$ cat src/rtl/lpc_pkg.sv
// LPC synthesis shared definitions: filter sizes, Avalon register map,
// FSM state encoding and the output saturation helper.
package lpc_pkg;

   localparam int LPC_ORDER = 10;
   localparam int COEF_W    = 16;
   localparam int ACC_W     = 40;

   localparam logic [15:0] ADDR_PITCH  = 16'd0;
   localparam logic [15:0] ADDR_GAIN   = 16'd1;
   localparam logic [15:0] ADDR_STATUS = 16'd2;
   localparam logic [15:0] BAD_DATA    = 16'hbad;

   localparam logic signed [ACC_W-1:0] SAT_MAX = 40'sd32767;
   localparam logic signed [ACC_W-1:0] SAT_MIN = -40'sd32768;

   typedef enum logic [1:0] {
      ST_IDLE,
      ST_EXCITE,
      ST_MAC,
      ST_OUT
   } state_t;

   function automatic logic [COEF_W-1:0] sat16(
      input logic signed [ACC_W-1:0] x
   );
      if (x > SAT_MAX)
         return 16'h7fff;
      else if (x < SAT_MIN)
         return 16'h8000;
      else
         return x[COEF_W-1:0];
   endfunction

endpackage

$ cat src/rtl/lpc_excite.sv
// Excitation source: pitch-pulse train when voiced; when unvoiced either
// zero or, with LPC_SYNTH_NOISE_EN defined, LFSR noise scaled by gain.
// Ports: clk, rst (sync, active-high), step (EXCITE cycle), voiced,
//        pitch, gain in; e (signed excitation, valid during step) out.
module lpc_excite
   import lpc_pkg::*;
(
   input  logic              clk,
   input  logic              rst,
   input  logic              step,
   input  logic              voiced,
   input  logic [COEF_W-1:0] pitch,
   input  logic [COEF_W-1:0] gain,
   output logic [COEF_W-1:0] e
);

   logic [15:0] cnt;
   logic [15:0] period;

   // pitch 0 and 1 both mean an impulse every sample
   assign period = (pitch < 16'd2) ? 16'd1 : pitch;

   // >= (not ==) so a shortened pitch cannot strand the counter
   always_ff @(posedge clk) begin
      if (rst)
         cnt <= '0;
      else if (step && voiced)
         cnt <= (cnt >= period - 16'd1) ? '0 : cnt + 16'd1;
   end

`ifdef LPC_SYNTH_NOISE_EN
   logic [15:0]        lfsr;
   logic               fb;
   logic signed [31:0] noise;

   // Fibonacci taps 16,14,13,11
   assign fb = lfsr[15] ^ lfsr[13] ^ lfsr[12] ^ lfsr[10];

   always_ff @(posedge clk) begin
      if (rst)
         lfsr <= 16'hACE1;
      else if (step)
         lfsr <= {lfsr[14:0], fb};
   end

   assign noise = $signed(lfsr) * $signed(gain);

   assign e = voiced ? ((cnt == '0) ? gain : '0)
                     : 16'(noise >>> 15);
`else
   assign e = (voiced && cnt == '0) ? gain : '0;
`endif

endmodule

$ cat src/rtl/lpc_synth.sv
// 10th-order LPC all-pole synthesis filter with Avalon-MM control.
// Ports: clk, rst (sync, active-high), v (sample tick), load, A1..A10,
//        voiced in; y, vout out; Avalon address/read/write/writedata in,
//        readdata out. Optional noise excitation: LPC_SYNTH_NOISE_EN.
module lpc_synth
   import lpc_pkg::*;
#(
   parameter int COEF_FRAC   = 12,
   parameter int RESET_PITCH = 80,
   parameter int RESET_GAIN  = 4096
) (
   input  logic        clk,
   input  logic        rst,
   input  logic        v,
   input  logic        load,
   input  logic [15:0] A1,
   input  logic [15:0] A2,
   input  logic [15:0] A3,
   input  logic [15:0] A4,
   input  logic [15:0] A5,
   input  logic [15:0] A6,
   input  logic [15:0] A7,
   input  logic [15:0] A8,
   input  logic [15:0] A9,
   input  logic [15:0] A10,
   input  logic        voiced,
   output logic [15:0] y,
   output logic        vout,
   input  logic [15:0] address,
   input  logic        read,
   input  logic        write,
   input  logic [15:0] writedata,
   output logic [15:0] readdata
);

   state_t state;
   state_t state_nx;

   logic [3:0]               tap;
   logic signed [ACC_W-1:0]  acc;
   logic signed [ACC_W-1:0]  acc_sh;
   logic signed [COEF_W-1:0] a_in [LPC_ORDER];
   logic signed [COEF_W-1:0] coef [LPC_ORDER];
   logic signed [COEF_W-1:0] hist [LPC_ORDER];
   logic signed [31:0]       prod;
   logic [COEF_W-1:0]        e;
   logic [COEF_W-1:0]        y_sat;
   logic                     voiced_sh;
   logic                     pending;
   logic                     overrun;
   logic                     copy;
   logic [15:0]              pitch;
   logic [15:0]              gain;

   assign a_in[0] = A1;
   assign a_in[1] = A2;
   assign a_in[2] = A3;
   assign a_in[3] = A4;
   assign a_in[4] = A5;
   assign a_in[5] = A6;
   assign a_in[6] = A7;
   assign a_in[7] = A8;
   assign a_in[8] = A9;
   assign a_in[9] = A10;

   lpc_excite u_excite (
      .clk    (clk),
      .rst    (rst),
      .step   (state == ST_EXCITE),
      .voiced (voiced_sh),
      .pitch  (pitch),
      .gain   (gain),
      .e      (e)
   );

   always_ff @(posedge clk) begin
      if (rst)
         state <= ST_IDLE;
      else
         state <= state_nx;
   end

   always_comb begin
      state_nx = state;
      case (state)
         ST_IDLE:   if (v) state_nx = ST_EXCITE;
         ST_EXCITE: state_nx = ST_MAC;
         ST_MAC:    if (tap == 4'(LPC_ORDER - 1)) state_nx = ST_OUT;
         ST_OUT:    state_nx = ST_IDLE;
         default:   state_nx = ST_IDLE;
      endcase
   end

   // shadow update only between samples: directly from IDLE, or
   // deferred to the end of OUT when the strobe came mid-sample
   assign copy = (state == ST_IDLE && load) ||
                 (state == ST_OUT && (pending || load));

   assign prod   = coef[tap] * hist[tap];
   assign acc_sh = acc >>> COEF_FRAC;
   assign y_sat  = sat16(acc_sh);

   always_ff @(posedge clk) begin
      if (rst) begin
         acc       <= '0;
         tap       <= '0;
         y         <= '0;
         vout      <= 1'b0;
         hist      <= '{default: '0};
         coef      <= '{default: '0};
         voiced_sh <= 1'b0;
         pending   <= 1'b0;
      end else begin
         vout <= 1'b0;
         if (copy) begin
            coef      <= a_in;
            voiced_sh <= voiced;
            pending   <= 1'b0;
         end else if (load && state != ST_IDLE) begin
            pending <= 1'b1;
         end
         case (state)
            ST_EXCITE: begin
               acc <= ACC_W'($signed(e)) <<< COEF_FRAC;
               tap <= '0;
            end
            ST_MAC: begin
               acc <= acc - ACC_W'(prod);
               tap <= tap + 4'd1;
            end
            ST_OUT: begin
               y       <= y_sat;
               vout    <= 1'b1;
               hist[0] <= y_sat;
               for (int i = 1; i < LPC_ORDER; i++)
                  hist[i] <= hist[i-1];
            end
            default: ;
         endcase
      end
   end

   always_ff @(posedge clk) begin
      if (rst) begin
         pitch    <= 16'(RESET_PITCH);
         gain     <= 16'(RESET_GAIN);
         overrun  <= 1'b0;
         readdata <= '0;
      end else begin
         if (write) begin
            if (address == ADDR_PITCH)
               pitch <= writedata;
            else if (address == ADDR_GAIN)
               gain <= writedata;
         end
         readdata <= '0;
         if (read) begin
            if (address == ADDR_PITCH)
               readdata <= pitch;
            else if (address == ADDR_GAIN)
               readdata <= gain;
            else if (address == ADDR_STATUS)
               readdata <= {15'b0, overrun};
            else
               readdata <= BAD_DATA;
         end
         // a dropped tick wins over a same-cycle status read
         if (v && state != ST_IDLE)
            overrun <= 1'b1;
         else if (read && address == ADDR_STATUS)
            overrun <= 1'b0;
      end
   end

endmodule

$ cat config.mk
export PLATFORM = sky130hd
export DESIGN_NAME = lpc_synth
export DESIGN_NICKNAME = d
export VERILOG_FILES = /design/src/rtl/lpc_pkg.sv /design/src/rtl/lpc_excite.sv /design/src/rtl/lpc_synth.sv
export SDC_FILE = /design/constraint.sdc
export NUM_CORES = 2
export LEC_CHECK = 0
export CAP_MARGIN = 20
export CORE_ASPECT_RATIO = 1.4
export CORE_UTILIZATION = 45
export DETAILED_ROUTE_END_ITERATION = 16
export HOLD_SLACK_MARGIN = 0.15
export PLACE_DENSITY = 0.73
export SYNTH_ARGS = -nofsm -noshare
export SYNTH_HDL_FRONTEND = slang
export SYNTH_SLANG_ARGS = --single-unit
$ cat constraint.sdc
create_clock -name clk -period 7.3 [get_ports clk]
set_clock_uncertainty 0.1 [all_clocks]
set_input_delay 1.46 -clock clk [delete_from_list [all_inputs] [get_ports clk]]
set_output_delay 1.46 -clock clk [all_outputs]
set_load 0.02 [all_outputs]
* Word level (Yosys, flattened, before mapping)
Index checks and enable logic that the tools add are counted.
Word-level totals: input port bits 199, bits in registers 434, word-level logic and storage cells 94
Cells by class: reduce and logical (&&, ||, !) cells 20, eq/ne operators 8, bitwise gates (word level) 3, $mul 1, add/subtract/negate cells 4, mux-type cells 22, magnitude comparators 5
Operators with widths (number):
- 2-to-1 mux 16 bit | 11
- binary-select mux 16 bit (select 4 bit) | 2
- case mux 40 bit (2 select lines) | 1
- subtractor 40 x 32 -> 40 bit | 1
- zero test 16 bit | 2
- multiplier 16 x 16 -> 32 bit | 1
- > comparator 28 x 16 -> 1 bit, second input constant | 1
- less-than comparator 28 x 16 -> 1 bit, second input constant | 1
- adder 16 x 1 -> 16 bit, second input constant | 1
- equality test 16 x 1 -> 1 bit, second input constant | 1
- equality test 16 x 2 -> 1 bit, second input constant | 1
- >= comparator 16 bit | 1
- less-than comparator 16 x 2 -> 1 bit, second input constant | 1
- subtractor 16 x 1 -> 16 bit, second input constant | 1
- 2-to-1 mux 12 bit | 1
- case mux 2 bit (4 select lines) | 1
- case mux 4 bit (2 select lines) | 1
- logical AND 1 bit | 7
- nonzero test 2 bit | 3
- >= comparator 5 bit, second input constant | 1
- inverter 4 -> 5 bit | 1
- adder 4 x 1 -> 4 bit, second input constant | 1
- equality test 2 bit, second input constant | 2
- equality test 4 bit, second input constant | 1
- 10 further kinds | 18

* Depth between registers and ports, before layout
depth after elaboration 7, gate-level depth with buffers 32, gate-level depth less buffers 27

* Modules after synthesis
From an unflattened synthesis, not the netlist that was laid out.
Unflattened totals: cells, all modules 3560, area total of the unflattened synthesis 31815.5 µm²
By module, submodules not included:
- lpc_synth | cells each 3374, area an instance 30236.5 µm², sequential area each 8368.0 µm², instances 1
- lpc_excite | cells each 186, area an instance 1579.0 µm², sequential area each 320.3 µm², instances 1

* Worst setup path before layout
OpenSTA, ideal clock, no wires.
path type register to register, start register tap[0], end register acc[38], cell stages (with the launch flop) 30, arrival time 7.806 ns, setup time 0.134 ns, path slack -0.740 ns, cells stage by stage dfxtp_1 buf_6 buf_4 buf_2 buf_2 buf_2 mux2i_1 o22a_1 clkbuf_1 nor2_1 fa_1 inv_1 fa_1 fa_1 fa_1 fa_1 inv_1 fa_1 inv_1 ha_1 clkbuf_1 and4_1 and3_1 a21oi_1 and3_1 a21oi_2 a21bo_2 a221oi_1 and4_1 or4_1
Between the ends: word-level cells in the longest chain between the ends 7, elaborated cells on any way between the ends 10, those cells by class add/sub (1); mul (1); mux (7); bitwise (1)
RTL lines:
- from (decl) | RTL line lpc_synth.sv:39 | logic [3:0] tap;
- from (signal assigned) | RTL line lpc_synth.sv:129 | tap <= tap + 4'd1;
- inverter 4 -> 5 bit (not written as such) (*) | RTL line lpc_synth.sv:99 | assign prod = coef[tap] * hist[tap];
- binary-select mux 16 bit (select 4 bit) | RTL line lpc_synth.sv:99
- 2-to-1 mux 16 bit (not written as such) (2 in series) | RTL line lpc_synth.sv:99
- multiplier 16 x 16 -> 32 bit (*) | RTL line lpc_synth.sv:99
- subtractor 40 x 32 -> 40 bit (*) | RTL line lpc_synth.sv:128 | acc <= acc - ACC_W'(prod);
- case mux 40 bit (2 select lines) (*) | RTL line lpc_synth.sv:122 | case (state)
- to (signal assigned) | RTL line lpc_synth.sv:124 | acc <= ACC_W'($signed(e)) <<< COEF_FRAC;
- to (signal assigned) | RTL line lpc_synth.sv:128
- to (decl) | RTL line lpc_synth.sv:40 | logic signed [ACC_W-1:0] acc;
Mark *: on every way between the ends. The rest lies on a longest branch, timed or not. The select of a mux whose other input is x is not followed. A chain may end at the register's enable or synchronous reset.

* Worst setup path in the final report
Same ends and word-level chain as after synthesis.

==> flow_summary.ini <==
[global_routing]
grt_pass1_wl_um = 152000
grt.total_usage = 0.273
grt_max_degree = 205
grt_overflow = 0
antenna_found_initial = 2
grt_pass1_vias = 27398

[pwr]
p_leak_nw = 15.9
power_density_nw_per_um2 = 361
ir_worst_vdd_uv = 388

[timing]
maxSlewHeadroom = 0.265
fin_hold_ws_ns = 0.351
finalSetupViolCount = 2
slew_viol_final = 0
tightest_slew_ns = 1.10
max_freq_mhz = 136
period_share = 1.01
min_period_ns = 7.36
rsz0062_at_grt = yes
fin_ws_ns = -0.0554
finalHoldViolCount = 0
setup_tns_ns = -0.0844

[flow_run]
drv_cap = 0

[drt]
drt-initial-drc-count = 1872
wl_um = 97800
drt-wirelength-per-cell_um = 19.6
vias_per_cell = 5.39
drc = 0
antenna_left = 0
dr.pass1.iters = 5
vias = 26824

[yosys]
ys.warnings.count = 0
ys_ff_latch = 434
ys_seq_area_frac = 0.271
synth_cell_types = 82
synth_ff_type = dfxtp_1
synth.cell_area_um2 = 32000
syn_avg_cell_area_um2 = 8.89
synth_edf_count = 0
netlist_instances = 3600
synthArstFlopShare = 0
syn_nets = 4271

[clock_network]
tritoncts = done
clkTransAtPathRegs_ns = 0.06
clock_sinks = 434
cts_made_buffers = 41
insertion_delay_ns = 0.59
htree_levels = 2
hold_buffers = 0
cts-root-buf = clkbuf_16
clock_path_buffers = 3

[worst_setup_path]
worstPathRequired_ns = 7.66
cp_top_family = adder cells
crit_start = tap[0]
crit_top_cell = buf_12
rr_startpoint = tap[0]
crit_slowest_cell = fa_2
worstPathArrival_ns = 7.71
critical_path.max_stage_delay_ns = 0.63
crit_buf_inv = 7
worst_setup_path_end_kind = flip-flop
path_max_fanout = 7
start_kind = flip-flop
timing_worst_setup_path_type = flip-flop to flip-flop

[place]
dp_hpwl_um = 75600
gp_congestion = 1.02
placed_area_um2 = 37400
dp_cells = 4863
port_buffers = 231

[floorplan]
die_w_um = 227
io-pin-count = 232
initial_core_util = 0.455
die_h_um = 318
core_area_um2 = 70400
die-area_um2 = 72200
rows = 115

[final_layout]
layout-drive-gt1-share = 0.182
stdcell_count = 4981
mostFrequentLayoutCell = nand2_1
num-nets-final = 4686
syn_to_final_growth_pct = 25.7
final_cell_area_um2 = 40200
fillCellCount = 5977
mostFrequentLayoutCells = 529 x nand2_1, 457 x inv_1, 430 x dfxtp_1
utilization = 0.572

[outcome]
violations = setup timing
status = finished, violations left

[min_path]
hold_path_class = flip-flop to flip-flop
worstHoldStart = coef[114]
[timing repair]
item                       in CTS  in global routing
resized for setup              88                173
cloned                          1                  1
setup endpoints to repair      18                 24
pin swaps                      64                119
buffers inserted               25                 21
[routing by layer]
| layer | up-vias | GRT usage | part of all wire |
|---|---|---|---|
| li1 | 12441 | - | - |
| met1 | 13058 | 0.321 | 0.38 |
| met2 | 1007 | 0.465 | 0.49 |
| met3 | 316 | 0.0363 | 0.057 |
| met4 | 2 | 0.171 | 0.076 |
| met5 | - | 0 | 0.00012 |
[metrics by stage]
| step | worst slack [ns] | total power [mW] |
|---|---|---|
| 2_1_floorplan | -0.0858 | 7.62 |
| 3_3_place_gp | -0.165 | 10.5 |
| 3_5_place_dp | -0.265 | 10.6 |
| 4_1_cts | -0.0329 | 13.2 |
| 5_1_grt | -0.263 | 15.4 |
| 6_report | -0.0554 | 14.5 |
[sequential cells by signal, summed over array words and instances (netlist names)]
register and count:
overrun 1, state 2, voiced_sh 1, pitch 16, acc 40, gain 16
vout 1, hist 160, pending 1, u_excite.cnt 16, coef 160, tap 4
readdata 16
[cell type report]
class | instances | area (um^2) | area share
antenna | 1 | 2.50 | 0.0000622
clock buffer | 59 | 1230 | 0.0305
clock inverter | 13 | 175 | 0.00435
inverter | 487 | 1840 | 0.0458
multi-input combinational | 2461 | 21600 | 0.537
sequential | 434 | 8700 | 0.216
tap | 936 | 1170 | 0.0291
timing repair buffer | 590 | 5520 | 0.137
[logic make-up (layout without fill, tap and decap cells)]
group	count (synthesis)	count (layout)	synth area share
AOI/OAI and AO/OA	526	526	0.100
xor gates and xnor gates	66	66	0.0181
adders and majority gates	472	472	0.265
buffers and inverters	705	1149	0.0856
DFF	434	434	0.271
muxes	286	286	0.114
other	0	1	0
and+or+nand+nor	1111	1111	0.146
[tightest hold or removal path, stage by stage, from the launching register on]
cell and delay [ns]:
dfxtp_1 0.31, nand2_1 0.05, a21oi_1 0.05
[power breakdown]
part	internal (mW)	leakage, nW	total (mW)	switching, mW
Combinational	4.46	11.7	9.49	5.03
Clock	1.31	0.692	2.27	0.956
Sequential	2.59	3.52	2.77	0.177
Total	8.36	15.9	14.5	6.16
[cells in the mapped netlist (all sizes together), types with 21 or more instances]
master  number  area [um^2]
a211oi      24          180
dfxtp      434         8690
xnor2       37          324
nand2      537         2020
nand3       31          155
clkbuf     167          627
o22a        23          201
nand2b      35          226
fa         343         6870
nor2       373         1400
mux2i      220         2200
inv        487         1830
a21oi      287         1460
xor2        29          254
buf         51          287
nor3        21          105
mux4        63         1420
o21ai       58          302
o22ai       30          188
ha         129         1610
[final timing paths]
path	end	slack, ns	depth (start not counted)
worst max-delay path	acc[38]	-0.06	26
worst min-delay path	coef[114]	0.35	2
worst max register to register	acc[38]	-0.06	26
worst min register to register	coef[114]	0.35	2
Power figures use the tool's default switching activity.
